File: src/rtl/alu_pipe.sv
// Two-stage pipelined N-bit ALU with valid/ready handshakes, status flags and an accumulator.
// S1 holds the operand bundle; S2 holds the registered result, flags and accumulator.
module alu_pipe #(
    parameter int unsigned N = 8
) (
    input  logic         clk,
    input  logic         rst,
    input  logic         in_valid,
    output logic         in_ready,
    input  logic [N-1:0] A,
    input  logic [N-1:0] B,
    input  logic [2:0]   opcode,
    input  logic         acc_sel,
    output logic         out_valid,
    input  logic         out_ready,
    output logic [N-1:0] Y,
    output logic [3:0]   flags
);

    localparam int unsigned SHW = $clog2(N);

    typedef enum logic [2:0] {
        OP_ADD = 3'd0,
        OP_SUB = 3'd1,
        OP_AND = 3'd2,
        OP_OR  = 3'd3,
        OP_XOR = 3'd4,
        OP_NOT = 3'd5,
        OP_SHL = 3'd6,
        OP_SHR = 3'd7
    } op_e;

    logic [N-1:0] a_q, a_d;
    logic [N-1:0] b_q, b_d;
    op_e          op_q, op_d;
    logic         acc_sel_q, acc_sel_d;
    logic         s1_valid_q, s1_valid_d;
    logic [N-1:0] y_q, y_d;
    logic [3:0]   flags_q, flags_d;
    logic         s2_valid_q, s2_valid_d;
    logic [N-1:0] acc_q, acc_d;

    logic         s1_load;
    logic         s2_load;
    logic [N-1:0] a_eff;
    logic [N:0]   sum;
    logic [N:0]   diff;
    logic [N-1:0] res;
    logic         carry;
    logic         ovf;

    // Handshake: in_ready depends only on registered state and out_ready.
    always_comb begin
        in_ready = !s1_valid_q || !s2_valid_q || out_ready;
        s1_load  = in_valid && in_ready;
        s2_load  = s1_valid_q && (!s2_valid_q || out_ready);
    end

    // Result and flag computation from the S1 registers.
    always_comb begin
        a_eff = acc_sel_q ? acc_q : a_q;
        sum   = {1'b0, a_eff} + {1'b0, b_q};
        diff  = {1'b0, a_eff} - {1'b0, b_q};
        res   = '0;
        carry = 1'b0;
        ovf   = 1'b0;
        case (op_q)
            OP_ADD: begin
                res   = sum[N-1:0];
                carry = sum[N];
                ovf   = (a_eff[N-1] == b_q[N-1]) && (sum[N-1] != a_eff[N-1]);
            end
            OP_SUB: begin
                res   = diff[N-1:0];
                carry = diff[N];
                ovf   = (a_eff[N-1] != b_q[N-1]) && (diff[N-1] != a_eff[N-1]);
            end
            OP_AND: res = a_eff & b_q;
            OP_OR:  res = a_eff | b_q;
            OP_XOR: res = a_eff ^ b_q;
            OP_NOT: res = ~a_eff;
            OP_SHL: res = (b_q >= N'(N)) ? '0 : (a_eff << b_q[SHW-1:0]);
            OP_SHR: res = (b_q >= N'(N)) ? '0 : (a_eff >> b_q[SHW-1:0]);
        endcase
    end

    // Next-state for both stages; acc follows every S1->S2 transfer.
    always_comb begin
        a_d        = a_q;
        b_d        = b_q;
        op_d       = op_q;
        acc_sel_d  = acc_sel_q;
        y_d        = y_q;
        flags_d    = flags_q;
        acc_d      = acc_q;
        s1_valid_d = s1_valid_q;
        s2_valid_d = s2_valid_q;

        if (s1_load) begin
            a_d       = A;
            b_d       = B;
            op_d      = op_e'(opcode);
            acc_sel_d = acc_sel;
        end
        if (s1_load) begin
            s1_valid_d = 1'b1;
        end else if (s2_load) begin
            s1_valid_d = 1'b0;
        end

        if (s2_load) begin
            y_d        = res;
            flags_d    = {ovf, carry, res[N-1], (res == '0)};
            acc_d      = res;
            s2_valid_d = 1'b1;
        end else if (out_ready) begin
            s2_valid_d = 1'b0;
        end
    end

    always_ff @(posedge clk) begin
        if (rst) begin
            a_q        <= '0;
            b_q        <= '0;
            op_q       <= OP_ADD;
            acc_sel_q  <= 1'b0;
            s1_valid_q <= 1'b0;
            y_q        <= '0;
            flags_q    <= 4'b0001;
            acc_q      <= '0;
            s2_valid_q <= 1'b0;
        end else begin
            a_q        <= a_d;
            b_q        <= b_d;
            op_q       <= op_d;
            acc_sel_q  <= acc_sel_d;
            s1_valid_q <= s1_valid_d;
            y_q        <= y_d;
            flags_q    <= flags_d;
            acc_q      <= acc_d;
            s2_valid_q <= s2_valid_d;
        end
    end

    assign out_valid = s2_valid_q;
    assign Y         = y_q;
    assign flags     = flags_q;

endmodule

File: config.mk
export PLATFORM = sky130hd
export DESIGN_NAME = alu_pipe
export DESIGN_NICKNAME = d
export VERILOG_FILES = /design/src/rtl/alu_pipe.sv
export SDC_FILE = /design/constraint.sdc
export NUM_CORES = 1
export LEC_CHECK = 0
export ABC_CLOCK_PERIOD_IN_PS = 4400
export BUFFER_PORTS_ARGS = -buffer_cell sky130_fd_sc_hd__buf_2
export CAP_MARGIN = 20
export CORE_UTILIZATION = 55
export CTS_BUF_LIST = sky130_fd_sc_hd__clkbuf_4
export DETAILED_ROUTE_END_ITERATION = 10
export GPL_TIMING_DRIVEN = 1
export HOLD_SLACK_MARGIN = 0.03
export PLACE_DENSITY_LB_ADDON = 0.25
export SLEW_MARGIN = 20
export SYNTH_ARGS = -nofsm -noshare
export SYNTH_HDL_FRONTEND = slang
export SYNTH_SLANG_ARGS = --single-unit
File: constraint.sdc
create_clock -name clk -period 4.4 [get_ports clk]
set_input_delay 0.44 -clock clk [delete_from_list [all_inputs] [get_ports clk]]
set_output_delay 0.44 -clock clk [all_outputs]
set_load 0.05 [all_outputs]
==> reports/results.ini, run 1 <==
[min_path]
hp-class = in -> reg

[synthesis]
synth-simple-area-share_pct = 19.7
synthArstFlopShare_pct = 0
syn_nets = 476
yosys_warnings = 0
synth_compound_area_share_pct = 26.8
synth_edf_count = 0
synth_ff_type = dfxtp_1
netlist_area_um2 = 3170
synth_cells = 418
synth_adder_area_share_pct = 13.9
ys_top_cells_by_count = nand2_1 (70), a21oi_1 (45), dfxtp_1 (33), ha_1 (32), nor2_1 (25)
synth_top_family_by_area = compound AO/OA/AOI/OAI gates
yosysTopAreaCell = dfxtp_1
synth-xor-area-share_pct = 2.49
ys_seq_elements = 33
yosysSeqAreaShare_pct = 20.8
synthTopCellsByArea = dfxtp_1 (21%), ha_1 (13%), nand2_1 (8.3%)
yosysTopAreaCellShare_pct = 20.8
avgSynthCellArea_um2 = 7.59
yosysMostFrequentCell = nand2_1
yosysUniqueCellTypes = 59
synthMuxAreaShare_pct = 8.88

[global_route]
grt_pass1_wl_um = 15200
grt_overflow = 0
grt_pass1_vias = 2932
grt_max_degree = 34
track_usage_pct = 32.5
antenna_found_initial = 0

[pwr]
p_leak_nw = 1.36
p_total_uw = 874
p_per_area_nw_per_um2 = 256
vdd_ir_drop_max_mv = 0.182

[route]
vias_per_cell = 6.27
ant_nets = 0
wl_um = 9370
vias = 3208
drc = 0
first_pass_iters = 5
drt_iter0_drc = 336
wl_per_cell_um = 18.3

[outcome]
status = complete, no violations

[timing]
hold_violations = 0
clock_skew_ns = 0.0202
drv_slew = 0
worst_pin_slew_ns = 1.06
fin_crit_sh_pct = 82.9
fin_setup_tns_ns = 0
fmax_mhz = 274
fin_crit_ns = 3.65
relSlewSlack_pct = 28.6
finalSetupViolCount = 0
fin_ws_ns = 0.754
rsz0062_at_grt = no
whs_ns = 0.294

[clocking]
numCtsBuffers = 5
ctsHoldBuffers = 0
clk_transition_reported_paths_ns = 0.13
cts.sink_count = 33
cts_tree = yes
htree_levels = 2
clk_latency_ns = 0.36
root_buffer = clkbuf_4
post-cts-setup-buffers = 0
clockBufferDepth = 2
postCtsResizedCells = 0

[setup_path]
cp-end-kind = register
startpoint_type = register
cp.arrival_ns = 3.92
path_class = reg -> reg
required_ns = 4.67
path_max_fanout = 9

[die]
io_pins = 38
row_count = 27
fp.dieW_um = 77.9
initial_utilization_pct = 57.2
core_area_um2 = 5540
die_h_um = 77.9
die_area_um2 = 6070

[final_layout]
diodes = 0
fin_area_um2 = 3420
nets = 497
area_growth_pct = 7.73
drive_above_1_share_pct = 15.9

[placement]
dp_hpwl_um = 6850
place_ws_ns = 0.805
port_buffers = 37
dpl-instance-area_um2 = 3360
gp_congestion = 1.01

[job]
max_cap_violations = 0

==> layout by cell type (no fill, tap or decap), drive strengths merged, types with 2 or more instances in the layout <==
cell type / netlist / final
or3: 3 / 3
clkinv: 0 / 2
o31ai: 2 / 2
xor2: 2 / 2
nand2: 70 / 70
a221oi: 11 / 11
a221o: 4 / 4
a211oi: 5 / 5
fa: 2 / 2
nor2: 25 / 25
xnor2: 7 / 7
o22ai: 7 / 7
o22a: 3 / 3
o221ai: 3 / 3
ha: 32 / 32
nand2b: 10 / 10
a31oi: 5 / 5
and2: 4 / 4
o211ai: 4 / 4
clkbuf: 23 / 5
mux2i: 16 / 16
o21ai: 10 / 10
dfxtp: 33 / 33
o41a: 2 / 2
a21oi: 45 / 45
mux4: 3 / 3
nor2b: 6 / 6
a2bb2oi: 2 / 2
a22oi: 4 / 4
or2: 2 / 2
a311oi: 4 / 4
nor3: 6 / 6
o21bai: 3 / 3
inv: 32 / 32
buf: 4 / 41
nand3: 8 / 8
==> power breakdown <==
group / leakage (nW) / internal [mW] / switching [mW] / total [mW]
clock: 0.0310 / 0.0603 / 0.130 / 0.190
combinational: 1.06 / 0.125 / 0.216 / 0.342
sequential: 0.271 / 0.317 / 0.0256 / 0.343
total: 1.36 / 0.503 / 0.372 / 0.874
==> path summary, 6_finish.rpt <==
kind              from        to  slack [ns]  depth (start not counted)
max          acc_sel_q  flags[0]        0.75                         11
min               B[0]    b_q[0]        0.29                          3
max reg2reg  acc_sel_q  flags[0]        0.75                         11
min reg2reg     a_q[6]    a_q[6]        0.48                          2
==> cells by family (layout without fill, tap and decap cells) <==
kind of cell             Yosys count  count (layout)
flip-flops                        33              33
buffers and inverters             59              81
XOR/XNOR                           9               9
AND/OR/NAND/NOR                  139             139
multiplexers                      19              19
AO/OA/AOI/OAI                    125             125
adder cells (fa/ha/maj)           34              34
==> routing by layer <==
metal  share of wire, %  up-vias  GRT usage (%)  wire length (um)
met4                3.5        0           13.0               326
met2                 43      172           50.4              4030
li1                   -     1534              -                 -
met1                 45     1465           45.2              4170
met3                9.0       37           4.35               839
met5                  0        -              0                 0
==> per-stage QoR <==
| step | utilization (%) | cells |
|---|---|---|
| 2_1_floorplan | - | 418 |
| 3_3_place_gp | 60.7 | 504 |
| 3_5_place_dp | 60.7 | 504 |
| 4_1_cts | 61.7 | 512 |
| 5_1_grt | 61.7 | 512 |
| 6_report | 61.7 | 512 |
==> state kept, by name, summed over array words and instances (netlist names) <==
| register | cells |
|---|---|
| a_q | 8 |
| acc_q | 7 |
| acc_sel_q | 1 |
| b_q | 8 |
| flags | 4 |
| op_q | 3 |
| out_valid | 1 |
| s1_valid_q | 1 |
==> area by class of cell <==
class,instances,area (um2)
timing repair buffer,41,215
sequential,33,661
fill,541,2120
multi-input combinational,326,2280
tap,72,90.1
clock inverter,3,17.5
inverter,32,120
clock buffer,5,37.5
==> worst max-delay path, stage by stage (launching register included) <==
cell and delay [ns]:
dfxtp_1 0.81, mux2i_4 0.48, inv_2 0.13, ha_1 0.19, o21bai_1 0.18, nor4b_1 0.16
or2_2 0.31, o41ai_1 0.47, o31ai_1 0.15, a211oi_1 0.26, nor2_1 0.08, a221o_1 0.32
Power figures use the tool's default switching activity.
==> inputs of run 2 (changes only) <==
--- a/config.mk
+++ b/config.mk
@@ -5,7 +5,8 @@
 export SDC_FILE = /design/constraint.sdc
 export NUM_CORES = 1
 export LEC_CHECK = 0
-export ABC_CLOCK_PERIOD_IN_PS = 4400
+export ABC_AREA = 1
+export ABC_CLOCK_PERIOD_IN_PS = 3750
 export BUFFER_PORTS_ARGS = -buffer_cell sky130_fd_sc_hd__buf_2
 export CAP_MARGIN = 20
 export CORE_UTILIZATION = 55
==> constraint.sdc (replaced) <==
create_clock -name clk -period 3.75 [get_ports clk]
set_input_delay 0.375 -clock clk [delete_from_list [all_inputs] [get_ports clk]]
set_output_delay 0.375 -clock clk [all_outputs]
set_load 0.05 [all_outputs]
==> reports/results.ini, run 2 <==
[min_path]
holdPathEnd = a_q[4]
worstHoldPathCells = 3
min_from = A[4]
hp-class = in -> reg

[route]
wl_met2_um = 3880
wl_um = 8960
vias = 3475
vias_per_cell = 5.78
wl_met1_um = 3970
routed.top_layer = met4
wl_per_cell_um = 14.9
drc = 1
drt_iter0_drc = 439
ant_nets = 0
first_pass_iters = 8
dr_wl_met3_um = 892

[synthesis]
yosysUniqueCellTypes = 35
synth_cells = 496
yosysTopAreaCellShare_pct = 21.7
syn_nets = 554
yosysSeqAreaShare_pct = 21.7
yosys_warnings = 0
avgSynthCellArea_um2 = 6.15
synthArstFlopShare_pct = 0
synth_ff_type = dfxtp_1
synthTopCellsByArea = dfxtp_1 (22%), ha_1 (13%), nand3_1 (12%)
netlist_area_um2 = 3050
ys_top_cells_by_count = nand2_1 (95), nand3_1 (73), inv_1 (69), nor2_1 (56), o21ai_0 (40)
synth_edf_count = 0
yosysMostFrequentCell = nand2_1
ys_seq_elements = 33
yosysTopAreaCell = dfxtp_1

[timing]
fin_crit_ns = 2.73
clock_skew_ns = 0.0113
rsz0062_at_grt = no
fin_setup_tns_ns = 0
fmax_mhz = 366
fin_crit_sh_pct = 72.8
drv_slew = 0
whs_ns = 0.257
worst_pin_slew_ns = 0.774
hold_violations = 0
relSlewSlack_pct = 48.4
finalSetupViolCount = 0
fin_ws_ns = 1.02

[outcome]
violations = design-rule violations
status = finished, violations left

[clocking]
clk_transition_reported_paths_ns = 0.11
ctsHoldBuffers = 0
root_buffer = clkbuf_4
post-cts-setup-buffers = 0
clk_latency_ns = 0.34
numCtsBuffers = 5
postCtsResizedCells = 0
htree_levels = 2
cts_tree = yes
clockBufferDepth = 2
cts.sink_count = 33

[setup_path]
crit_buf_inv = 1
critPathSlowestCell = dfxtp_1
r2r_cells = 11
cpPeakStageDelay_ns = 0.66
startpoint_type = register
reg2reg_to = flags[0]
crit_chain = clkinv_1 > ha_1 > o21ai_0 > o21ai_0 > a211oi_1 > nand2_1 > nand2_1 > nand2_1 > nor2_1 > nand3_1 > nand2_1
required_ns = 4.05
r2r_start = b_q[0]
worst-path-stages = 11
crit_family = flip-flops
r2r_slack_ns = 1.02
path_class = reg -> reg
path_common_cell = nand2_1
path_max_fanout = 13
cp.arrival_ns = 3.03
cp-end-kind = register

[pwr]
p_per_area_nw_per_um2 = 315
clkPwrFrac_pct = 18.9
p_int_uw = 585
p_sw_share_pct = 44.1
comb_power_share_pct = 42.3
p_total_mw = 1.05
power_frac_seq_pct = 38.8
vdd_ir_drop_max_mv = 0.239
power_switching_uw = 462
p_leak_nw = 1.74

[final_layout]
final_common_cell = nand2_1
fill_cells = 541
drive_above_1_share_pct = 10.4
multi_input_area_um2 = 2060
reg_top3 = a_q (8), b_q (8), acc_q (7)
final_core_util_pct = 63.5
seq_area_um2 = 661
area_growth_pct = 8.98
final_cell_mix = nand2_1 (95), nand3_1 (73), inv_1 (69)
nets = 588
diodes = 0

[placement]
gp_congestion = 1.06
place_ws_ns = 1.14
dp_hpwl_um = 7170
port_buffers = 37

[die]
die_h_um = 76.5
io_pins = 38
die_area_um2 = 5850
fp.dieW_um = 76.5
row_count = 26
core_area_um2 = 5240
initial_utilization_pct = 58.2

[global_route]
grt_max_degree = 33
antenna_found_initial = 0
grt_pass1_wl_um = 14800
grt_pass1_vias = 3117
track_usage_pct = 31.8
grt_overflow = 0

[job]
max_cap_violations = 0

-- run 2: per-stage QoR --
step	instances	area (um2)
after CTS	601	3320
after global routing	601	3320
after detailed placement	593	3270
after floorplan	496	3050
final	601	3320
after global placement	593	3270
-- run 2: cell families (layout without fill, tap and decap cells) --
family	count (synthesis)	count (layout)	synth area share (%)
AO/OA/AOI/OAI	92	92	16.1
XOR/XNOR	4	4	1.15
adder cells (fa/ha/maj)	34	34	14.4
buffers and inverters	83	118	10.8
flip-flops	33	33	21.7
AND/OR/NAND/NOR	250	250	35.8
-- run 2: worst register-to-register path, stage by stage (launching register included) --
cell	delay [ns]
dfxtp_1	0.66
clkinv_1	0.50
ha_1	0.46
o21ai_0	0.16
o21ai_0	0.10
a211oi_1	0.25
nand2_1	0.10
nand2_1	0.11
nand2_1	0.07
nor2_1	0.13
nand3_1	0.09
nand2_1	0.06
-- run 2: cell type report --
class | count | share of cell area, %
Multi-Input combinational cell | 380 | 61.9
Timing Repair Buffer | 37 | 5.57
Clock inverter | 3 | 0.527
Inverter | 73 | 8.32
Tap cell | 70 | 2.63
Clock buffer | 5 | 1.13
Sequential cell | 33 | 19.9
-- run 2: power by group through the flow --
stage / clock, mW / combinational, mW / sequential (mW)
2_1_floorplan: 0 / 0.296 / 0.436
3_3_place_gp: 0 / 0.421 / 0.413
3_5_place_dp: 0 / 0.428 / 0.413
4_1_cts: 0.202 / 0.431 / 0.405
5_1_grt: 0.220 / 0.493 / 0.411
6_report: 0.198 / 0.443 / 0.406
-- run 2: worst max-delay path by stage --
stage,from,to,slack [ns]
global route,acc_sel_q,flags[0],0.78
finish,b_q[0],flags[0],1.02
detailed placement,acc_sel_q,flags[0],1.14
CTS,acc_sel_q,flags[0],1.10
floorplan,acc_q[0],flags[0],1.28
global placement,acc_sel_q,flags[0],1.21
-- run 2: metal layers --
layer,up-vias,GRT usage [%]
li1,1703,-
met5,-,0
met4,0,11.3
met1,1534,44.1
met2,215,48.7
met3,23,6.23
